--- config.mk ---
export PLATFORM = sky130hd
export DESIGN_NAME = and_chain_seq_flat
export DESIGN_NICKNAME = d
export VERILOG_FILES = /design/src/rtl/and_seq_pkg.sv /design/src/rtl/and_seq_if.sv /design/src/rtl/and_seq_opsel.sv /design/src/rtl/and_chain_seq.sv /design/src/flat_wrapper.sv
export SDC_FILE = /design/constraint.sdc
export NUM_CORES = 1
export LEC_CHECK = 0
export ABC_AREA = 1
export CAP_MARGIN = 20
export CORE_MARGIN = 8
export CORE_UTILIZATION = 44
export DETAILED_ROUTE_END_ITERATION = 12
export PLACE_DENSITY = 0.7
export SLEW_MARGIN = 20
export SYNTH_ARGS = -nofsm -noshare
export SYNTH_HDL_FRONTEND = slang
export SYNTH_SLANG_ARGS = --single-unit
--- constraint.sdc ---
create_clock -name clk -period 1.4 [get_ports clk]
set_input_delay 0.14 -clock clk [delete_from_list [all_inputs] [get_ports clk]]
set_output_delay 0.14 -clock clk [all_outputs]
set_load 0.05 [all_outputs]
--- src/rtl/and_seq_pkg.sv ---
// rtl/and_seq_pkg.sv - shared types and constants for the AND2 chain sequencer
// Macro: AND_SEQ_EARLY_EXIT_EN (consumed by and_chain_seq)
package and_seq_pkg;

    typedef enum logic [1:0] {
        IDLE = 2'd0,
        RUN  = 2'd1,
        DONE = 2'd2
    } and_seq_state_e;

    localparam int N_IN_DEF = 8;

    // Stage-index encoding of the chain order
    localparam int STG_SEED      = 0;  // first stage ANDs opnd[1] into the seed
    localparam int STG_IDENT     = 1;  // identity step (op1 & op1)
    localparam int STG_FIRST_LIN = 2;  // opnd[0]; stages >= 3 then take opnd[s-1]

endpackage

--- src/rtl/and_seq_if.sv ---
// rtl/and_seq_if.sv - producer/consumer handshake bundle of the AND2 chain sequencer
// Ports: in_valid/in_ready/in_data (operand side), out_valid/out_ready/out_data
// (result side), busy and stage (status). slave = sequencer, master = environment.
interface and_seq_if #(
    parameter int N_IN = 8,
    parameter int STW  = $clog2(N_IN + 1)
);
    logic            in_valid;
    logic            in_ready;
    logic [N_IN-1:0] in_data;
    logic            out_valid;
    logic            out_ready;
    logic            out_data;
    logic            busy;
    logic [STW-1:0]  stage;

    modport slave (
        input  in_valid, in_data, out_ready,
        output in_ready, out_valid, out_data, busy, stage
    );

    modport master (
        output in_valid, in_data, out_ready,
        input  in_ready, out_valid, out_data, busy, stage
    );
endinterface

--- src/rtl/and_seq_opsel.sv ---
// rtl/and_seq_opsel.sv - combinational operand selector for one AND2 chain stage
// Ports: opnd (latched operand), acc (running result), stage (index) -> sel (bit to AND)
module and_seq_opsel
    import and_seq_pkg::*;
#(
    parameter int N_IN = N_IN_DEF,
    parameter int STW  = $clog2(N_IN + 1)
) (
    input  logic [N_IN-1:0] opnd,
    input  logic            acc,
    input  logic [STW-1:0]  stage,
    output logic            sel
);

    always_comb begin
        sel = 1'b0;
        if (stage == STW'(STG_SEED)) begin
            sel = opnd[1];
        end else if (stage == STW'(STG_IDENT)) begin
            // Selecting acc makes acc & acc, reproducing the chain's op1&op1 stage
            sel = acc;
        end else if (stage == STW'(STG_FIRST_LIN)) begin
            sel = opnd[0];
        end else begin
            for (int k = 2; k < N_IN; k++) begin
                if (stage == STW'(k + 1)) begin
                    sel = opnd[k];
                end
            end
        end
    end

endmodule

--- src/rtl/and_chain_seq.sv ---
// rtl/and_chain_seq.sv - bit-serial sequencer for the N_IN+1 stage AND2 reduction chain
// Ports: clk, rst_n (async active-low), bus (and_seq_if.slave: in_valid/in_ready/in_data,
// out_valid/out_ready/out_data, busy, stage).
// Macro: AND_SEQ_EARLY_EXIT_EN - leave RUN as soon as the accumulator drops to 0.
module and_chain_seq
    import and_seq_pkg::*;
#(
    parameter int N_IN = N_IN_DEF,
    parameter int STW  = $clog2(N_IN + 1)
) (
    input  logic   clk,
    input  logic   rst_n,
    and_seq_if.slave bus
);

    localparam logic [STW-1:0] STAGE_LAST = STW'(N_IN);

    and_seq_state_e  state_q, state_d;
    logic [N_IN-1:0] opnd_q, opnd_d;
    logic            acc_q, acc_d;
    logic [STW-1:0]  stage_q, stage_d;
    logic            in_ready_q, in_ready_d;
    logic            out_valid_q, out_valid_d;
    logic            out_data_q, out_data_d;
    logic            busy_q, busy_d;

    logic sel_bit;
    logic and2_y;
    logic last_stage;

    and_seq_opsel #(
        .N_IN (N_IN),
        .STW  (STW)
    ) u_opsel (
        .opnd  (opnd_q),
        .acc   (acc_q),
        .stage (stage_q),
        .sel   (sel_bit)
    );

    // The single shared AND2 slice
    assign and2_y = acc_q & sel_bit;

    always_comb begin
        state_d    = state_q;
        opnd_d     = opnd_q;
        acc_d      = acc_q;
        stage_d    = stage_q;
        last_stage = (stage_q == STAGE_LAST);
`ifdef AND_SEQ_EARLY_EXIT_EN
        last_stage = last_stage || !and2_y;
`endif
        case (state_q)
            IDLE: begin
                if (bus.in_valid) begin
                    opnd_d  = bus.in_data;
                    acc_d   = 1'b1;
                    stage_d = '0;
                    state_d = RUN;
                end
            end
            RUN: begin
                acc_d = and2_y;
                if (last_stage) begin
                    stage_d = '0;
                    state_d = DONE;
                end else begin
                    stage_d = stage_q + 1'b1;
                end
            end
            DONE: begin
                // No accept here: IDLE must be registered first
                if (bus.out_ready) begin
                    state_d = IDLE;
                end
            end
            default: begin
                state_d = IDLE;
                stage_d = '0;
            end
        endcase

        // Outputs are registered from the next state so they align with state_q
        in_ready_d  = (state_d == IDLE);
        busy_d      = (state_d != IDLE);
        out_valid_d = (state_d == DONE);
        out_data_d  = (state_d == DONE) ? acc_d : 1'b0;
    end

    always_ff @(posedge clk or negedge rst_n) begin
        if (!rst_n) begin
            state_q     <= IDLE;
            opnd_q      <= '0;
            acc_q       <= 1'b0;
            stage_q     <= '0;
            in_ready_q  <= 1'b1;
            out_valid_q <= 1'b0;
            out_data_q  <= 1'b0;
            busy_q      <= 1'b0;
        end else begin
            state_q     <= state_d;
            opnd_q      <= opnd_d;
            acc_q       <= acc_d;
            stage_q     <= stage_d;
            in_ready_q  <= in_ready_d;
            out_valid_q <= out_valid_d;
            out_data_q  <= out_data_d;
            busy_q      <= busy_d;
        end
    end

    assign bus.in_ready  = in_ready_q;
    assign bus.out_valid = out_valid_q;
    assign bus.out_data  = out_data_q;
    assign bus.busy      = busy_q;
    assign bus.stage     = stage_q;

endmodule

--- src/flat_wrapper.sv ---
// flat-port wrapper written by rule: the top's interface ports become plain ports
module and_chain_seq_flat import and_seq_pkg::*;
#(
    parameter int N_IN = N_IN_DEF,
    parameter int STW  = $clog2(N_IN + 1)
)
  (clk, rst_n, bus_in_valid, bus_in_data, bus_out_ready, bus_in_ready, bus_out_valid, bus_out_data, bus_busy, bus_stage);
  and_seq_if #(.N_IN(N_IN), .STW(STW)) bus_i ();
  input  logic clk;
  input  logic rst_n;
  input wire logic [$bits(bus_i.in_valid)-1:0] bus_in_valid;
  input wire logic [$bits(bus_i.in_data)-1:0] bus_in_data;
  input wire logic [$bits(bus_i.out_ready)-1:0] bus_out_ready;
  output wire logic [$bits(bus_i.in_ready)-1:0] bus_in_ready;
  output wire logic [$bits(bus_i.out_valid)-1:0] bus_out_valid;
  output wire logic [$bits(bus_i.out_data)-1:0] bus_out_data;
  output wire logic [$bits(bus_i.busy)-1:0] bus_busy;
  output wire logic [$bits(bus_i.stage)-1:0] bus_stage;
  assign bus_i.in_valid = bus_in_valid;
  assign bus_i.in_data = bus_in_data;
  assign bus_i.out_ready = bus_out_ready;
  assign bus_in_ready = bus_i.in_ready;
  assign bus_out_valid = bus_i.out_valid;
  assign bus_out_data = bus_i.out_data;
  assign bus_busy = bus_i.busy;
  assign bus_stage = bus_i.stage;
  and_chain_seq #(.N_IN(N_IN), .STW(STW)) u_core (.clk(clk), .rst_n(rst_n), .bus(bus_i));
endmodule
* Word-level counts from Yosys, hierarchy flattened
Index checks and enable logic that the tools add are counted.
Operators by class: add/subtract/negate cells 1, eq/ne operators 12, mux-type cells 19, bitwise gates (word level) 2, reduce and logical (&&, ||, !) cells 6
Operators with widths (number):
- 4-bit by 3-bit == test with 1-bit output (second input constant) | 4
- 4-bit one-hot mux with 3 select lines | 1
- 1-bit two-way mux | 11
- 4-bit by 2-bit == test with 1-bit output (second input constant) | 2
- 4-bit two-way mux | 2
- 2-bit two-way mux | 3
- 2-bit one-hot mux with 3 select lines | 1
- 4-bit by 1-bit adder with 4-bit output (second input constant) | 1
- 2-bit == test (second input constant) | 2
- 4-bit by 1-bit == test with 1-bit output (second input constant) | 1
- 4-bit == test (second input constant) | 1
- 2-bit zero test | 2
- 4-bit zero test | 1
- 2-bit AND reduction | 2
- 2-bit by 1-bit == test with 1-bit output (second input constant) | 1
- 2-bit != test (second input constant) | 1
- 1-bit one-hot mux with 2 select lines | 1
- 2-bit nonzero test | 1
- 1-bit bitwise AND | 1
- 1-bit inverter | 1
Storage, ports and cells: bits in registers 19, input bits 12, output and inout bits 8, logic and storage cells 48

* Logic depth before layout (Yosys ltp)
depth after elaboration 13, gate-level depth with buffers 13, mapped depth without buffers 13

* Cells and area by module
Synthesis repeated with hierarchy kept, for this count alone.
Unflattened totals: cells, all modules 116, area total of the unflattened synthesis 935.9 sq um
By module, submodules not included:
- and_chain_seq | instances 1, cells each 87, area an instance 813.3 sq um, sequential area each 476.7 sq um
- and_seq_opsel | instances 1, cells each 29, area an instance 122.6 sq um, sequential area each 0.0 sq um

* Least setup slack after synthesis
OpenSTA, ideal clock, no wires.
kind reg-to-reg, from register u_core.stage_q[0], in the netlist u_core.bus.stage[0], to register u_core.acc_q, library setup time 129 ps, arrival time 1600 ps, data required time 1271 ps, path slack -328 ps, stages on the path, launching flop included 13, buffers on the path 0, period minus slack after synthesis 1728 ps, cells stage by stage dfrtp_1 -> inv_1 -> ha_1 -> a21oi_1 -> nand2_1 -> nand2_1 -> nand2_1 -> nand2_1 -> nand2_1 -> nand2_1 -> nand2_1 -> nand2_2 -> nand2_1
Between the ends: cells in the longest elaborated chain, start to end 12, elaborated cells on any way between the ends 20, classes of those cells eq/ne (8); mux (10); bitwise (1); reduce/logical (1)
RTL lines:
- from (decl) | line and_chain_seq.sv:21 | logic [STW-1:0] stage_q, stage_d;
- from (signal assigned) | line and_chain_seq.sv:104 | stage_q <= stage_d;
- 4-bit by 2-bit == test with 1-bit output | line and_seq_opsel.sv:26 | if (stage == STW'(k + 1)) begin
- 1-bit two-way mux (6 in a row) | line and_seq_opsel.sv:26
- 1-bit two-way mux | line and_seq_opsel.sv:22 | end else if (stage == STW'(STG_FIRST_LIN)) begin
- 1-bit two-way mux | line and_seq_opsel.sv:19 | end else if (stage == STW'(STG_IDENT)) begin
- 1-bit two-way mux (*) | line and_seq_opsel.sv:17 | if (stage == STW'(STG_SEED)) begin
- 1-bit bitwise AND (*) | line and_chain_seq.sv:42 | assign and2_y = acc_q & sel_bit;
- 1-bit one-hot mux with 2 select lines (*) | line and_chain_seq.sv:53 | case (state_q)
- named net u_core.acc_d | line and_chain_seq.sv:20 | logic acc_q, acc_d;
- to (signal assigned) | line and_chain_seq.sv:94 | acc_q <= 1'b0;
- to (signal assigned) | line and_chain_seq.sv:103 | acc_q <= acc_d;
- to (decl) | line and_chain_seq.sv:20
The timed path passes the listed nets; every way through them passes the cells marked *. A chain may end at the register's enable or synchronous reset.

* Worst setup path after layout
from register u_core.stage_q[0], in the netlist u_core.bus.stage[0], to register u_core.out_data_q, in the netlist u_core.bus.out_data
Between the ends: cells in the longest elaborated chain, start to end 13, elaborated cells on any way between the ends 24, classes of those cells eq/ne (9); mux (13); bitwise (1); reduce/logical (1)
RTL lines:
- 4-bit by 2-bit == test with 1-bit output | line and_seq_opsel.sv:26
- 1-bit two-way mux (6 in a row) | line and_seq_opsel.sv:26
- 1-bit two-way mux | line and_seq_opsel.sv:22
- 1-bit two-way mux | line and_seq_opsel.sv:19
- 1-bit two-way mux | line and_seq_opsel.sv:17
- 1-bit bitwise AND | line and_chain_seq.sv:42
- 1-bit one-hot mux with 2 select lines | line and_chain_seq.sv:53
- 1-bit two-way mux (*) | line and_chain_seq.sv:87 | out_data_d = (state_d == DONE) ? acc_d : 1'b0;
- named net u_core.out_data_d | line and_chain_seq.sv:24 | logic out_data_q, out_data_d;
- to (signal assigned) | line and_chain_seq.sv:107 | out_data_q <= out_data_d;
- to (decl) | line and_chain_seq.sv:24
Marks and branches as above.

==> results.sh <==
export IMPL_run_status="finished with violations"
export IMPL_failed_checks="negative setup slack"
export IMPL_synth_distinct_cells=22
export IMPL_grt_pass1_vias=728
export IMPL_start_util_pct=46.9
export IMPL_synth_net_count=127
export IMPL_grtUsageTotal_pct=11.0
export IMPL_cts_buffers=3
export IMPL_synth_edff_count=0
export IMPL_min_path_type="in2async"
export IMPL_setup_viol_count_final=2
export IMPL_hold_violations=0
export IMPL_crit_fanout=5
export IMPL_period_needed_ps=1450
export IMPL_internal_power_mw=1.64
export IMPL_grt_max_degree=20
export IMPL_num_rows=16
export IMPL_yosys_warnings=0
export IMPL_crit_path_start_kind="register"
export IMPL_netlist_area_um2=930
export IMPL_ir_drop_mv=1.35
export IMPL_syn_inst=111
export IMPL_synth_ff_type="dfrtp_1"
export IMPL_port_buffers=19
export IMPL_grt_pass1_wl_um=3180
export IMPL_firstDrtPassIters=4
export IMPL_final_common_cell="nand2_1"
export IMPL_timing_slew_headroom_pct=79.8
export IMPL_syn2layout_area_growth_pct=42.8
export IMPL_via_per_inst=4.53
export IMPL_p_sw_share_pct=44.7
export IMPL_drt_wl_total_um=1850
export IMPL_synthArstFlopShare_pct=100
export IMPL_power_density_nw_per_um2=2240
export IMPL_setup_tns_ps=-70.1
export IMPL_clk_pin_slew_ps=110
export IMPL_coreArea_um2=1980
export IMPL_dpl_instance_area_um2=1280
export IMPL_worstSetupPathType="reg2reg"
export IMPL_die_area_um2=3840
export IMPL_clk_latency_ps=290
export IMPL_period_share_pct=103
export IMPL_die_w_um=62.0
export IMPL_ys_ff_latch=19
export IMPL_whs_ps=167
export IMPL_drc_errors=0
export IMPL_final_cell_area_um2=1330
export IMPL_die_h_um=62.0
export IMPL_yosysSeqAreaShare_pct=51.3
export IMPL_cts_tree="yes"
export IMPL_fin_skew_ps=4.64
export IMPL_power_frac_seq_pct=33.6
export IMPL_p_switching_mw=1.33
export IMPL_cts_root_buf="clkbuf_4"
export IMPL_via_count=752
export IMPL_syn_avg_cell_area_um2=8.38
export IMPL_htreeDepth=1
export IMPL_antenna_left=0
export IMPL_fin_cells=166
export IMPL_power_leakage_nw=0.652
export IMPL_clk_path_buf_depth=2
export IMPL_place_worst_setup_slack_ps=-34.3
export IMPL_overflow=0
export IMPL_final_max_slew_viol_count=0
export IMPL_post_route_util_pct=67.0
export IMPL_reg2reg_slack_ps=-50
export IMPL_grt_setup_unrepaired="true"
export IMPL_max_freq_mhz=692
export IMPL_diodes=0
export IMPL_drive_gt1_share_pct=34.5
export IMPL_ios=20
export IMPL_p_clk_share_pct=9.2
export IMPL_drt_iter0_drc=8
export IMPL_end_kind="register"
export IMPL_wire_per_inst_um=11.1
export IMPL_nets=156
export IMPL_dp_cells=161
export IMPL_cp_data_arrival_time_ps=1680
export IMPL_cts_sinks=19
export IMPL_place_gp_congestion=0.823
export IMPL_drv_cap=0
export IMPL_layout_common_cells="nand2_1 (35), dfrtp_1 (16), clkdlybuf4s50_1 (11), inv_2 (10), buf_4 (9)"
export IMPL_cp_required_ps=1630
export IMPL_comb_power_share_pct=57.2
export IMPL_tightest_slew_ps=300
export IMPL_dpl_hpwl_um=1460
export IMPL_nFillCells=156
export IMPL_worst_slack_ps=-45.9
export IMPL_p_total_mw=2.97
export IMPL_grt_antenna_before_repair=0
-- registers in the layout, summed over array words and instances (netlist names) --
| signal | count |
|---|---|
| u_core.bus.in_ready | 1 |
| u_core.bus.out_valid | 1 |
| u_core.bus.stage | 4 |
| u_core.bus.out_data | 1 |
| u_core.acc_q | 1 |
| u_core.bus.busy | 1 |
| u_core.opnd_q | 8 |
| u_core.state_q | 2 |
-- cell families (layout without fill, tap and decap cells) --
kind of cell	count (synthesis)	count (layout)	share of synthesized area [%]
simple gates	50	50	23.7
buf+inv	21	49	8.61
fa+ha+maj	4	4	5.38
flops	19	19	51.3
compound gates	17	17	11.0
-- cell usage after synthesis, types with 2 or more instances --
cell,count,area [um^2]
nor2_1,3,11.3
a21oi_1,3,15.0
o21ai_0,4,20.0
nor2_4,2,22.5
nand2_1,36,135
a21oi_2,2,17.5
o21ai_1,5,25.0
nand3_1,4,20.0
inv_1,10,37.5
dfrtp_1,18,450
ha_1,4,50.1
inv_2,10,37.5
-- final cells by class --
type / count / area [um^2] / area share (%)
clock buffers: 3 / 22.5 / 1.70
clock inverters: 1 / 5.00 / 0.377
inverters: 20 / 80.1 / 6.03
multi-input cells: 71 / 427 / 32.1
flip-flops and latches: 19 / 482 / 36.3
well taps: 27 / 33.8 / 2.54
repair buffers: 25 / 278 / 20.9
-- power groups by stage --
stage | logic, mW | clock network, mW | registers (mW)
after floorplan | 0.785 | 0 | 1.25
after global placement | 1.64 | 0 | 1.00
after detailed placement | 1.66 | 0 | 1.01
after CTS | 1.68 | 0.282 | 1.00
after global routing | 1.87 | 0.302 | 1.03
final | 1.70 | 0.273 | 0.998
-- worst max-delay path, cell delays in order, from the launching register on --
cell and delay [ps]:
dfrtp_4 540, inv_4 90, ha_4 150, nand3_2 110, o21ai_2 140, inv_2 40
nand2_1 50, nand2_1 40, nand2_1 70, nand2_2 60, a21oi_2 110
-- final timing paths --
path,start,end,depth (start not counted)
setup / recovery,u_core.bus.stage[0],u_core.bus.out_data,10
hold / removal,rst_n,u_core.bus.stage[3],2
setup reg to reg,u_core.bus.stage[0],u_core.bus.out_data,10
hold reg to reg,u_core.opnd_q[6],u_core.opnd_q[6],2
max in group asynchronous,rst_n,u_core.bus.in_ready,2
min in group clk,bus_in_data[1],u_core.opnd_q[1],3
-- repair_timing --
action / in CTS / in global routing
setup endpoints to repair: 2 / 6
resized for setup: 1 / 1
setup buffers: 0 / 1
gates cloned: 0 / 0
pin swaps: 1 / 1
hold buffers: 0 / 0
-- metal layers --
layer	vias to the layer above	GRT usage, %	share of wire (%)	routed length (um)
met5	-	0	0	0
met1	332	14.8	49	902
met3	2	1.85	4.5	83
met4	0	4.87	0.76	14
met2	17	16.8	46	848
li1	401	-	-	-
(Power assumes the default switching activity.)
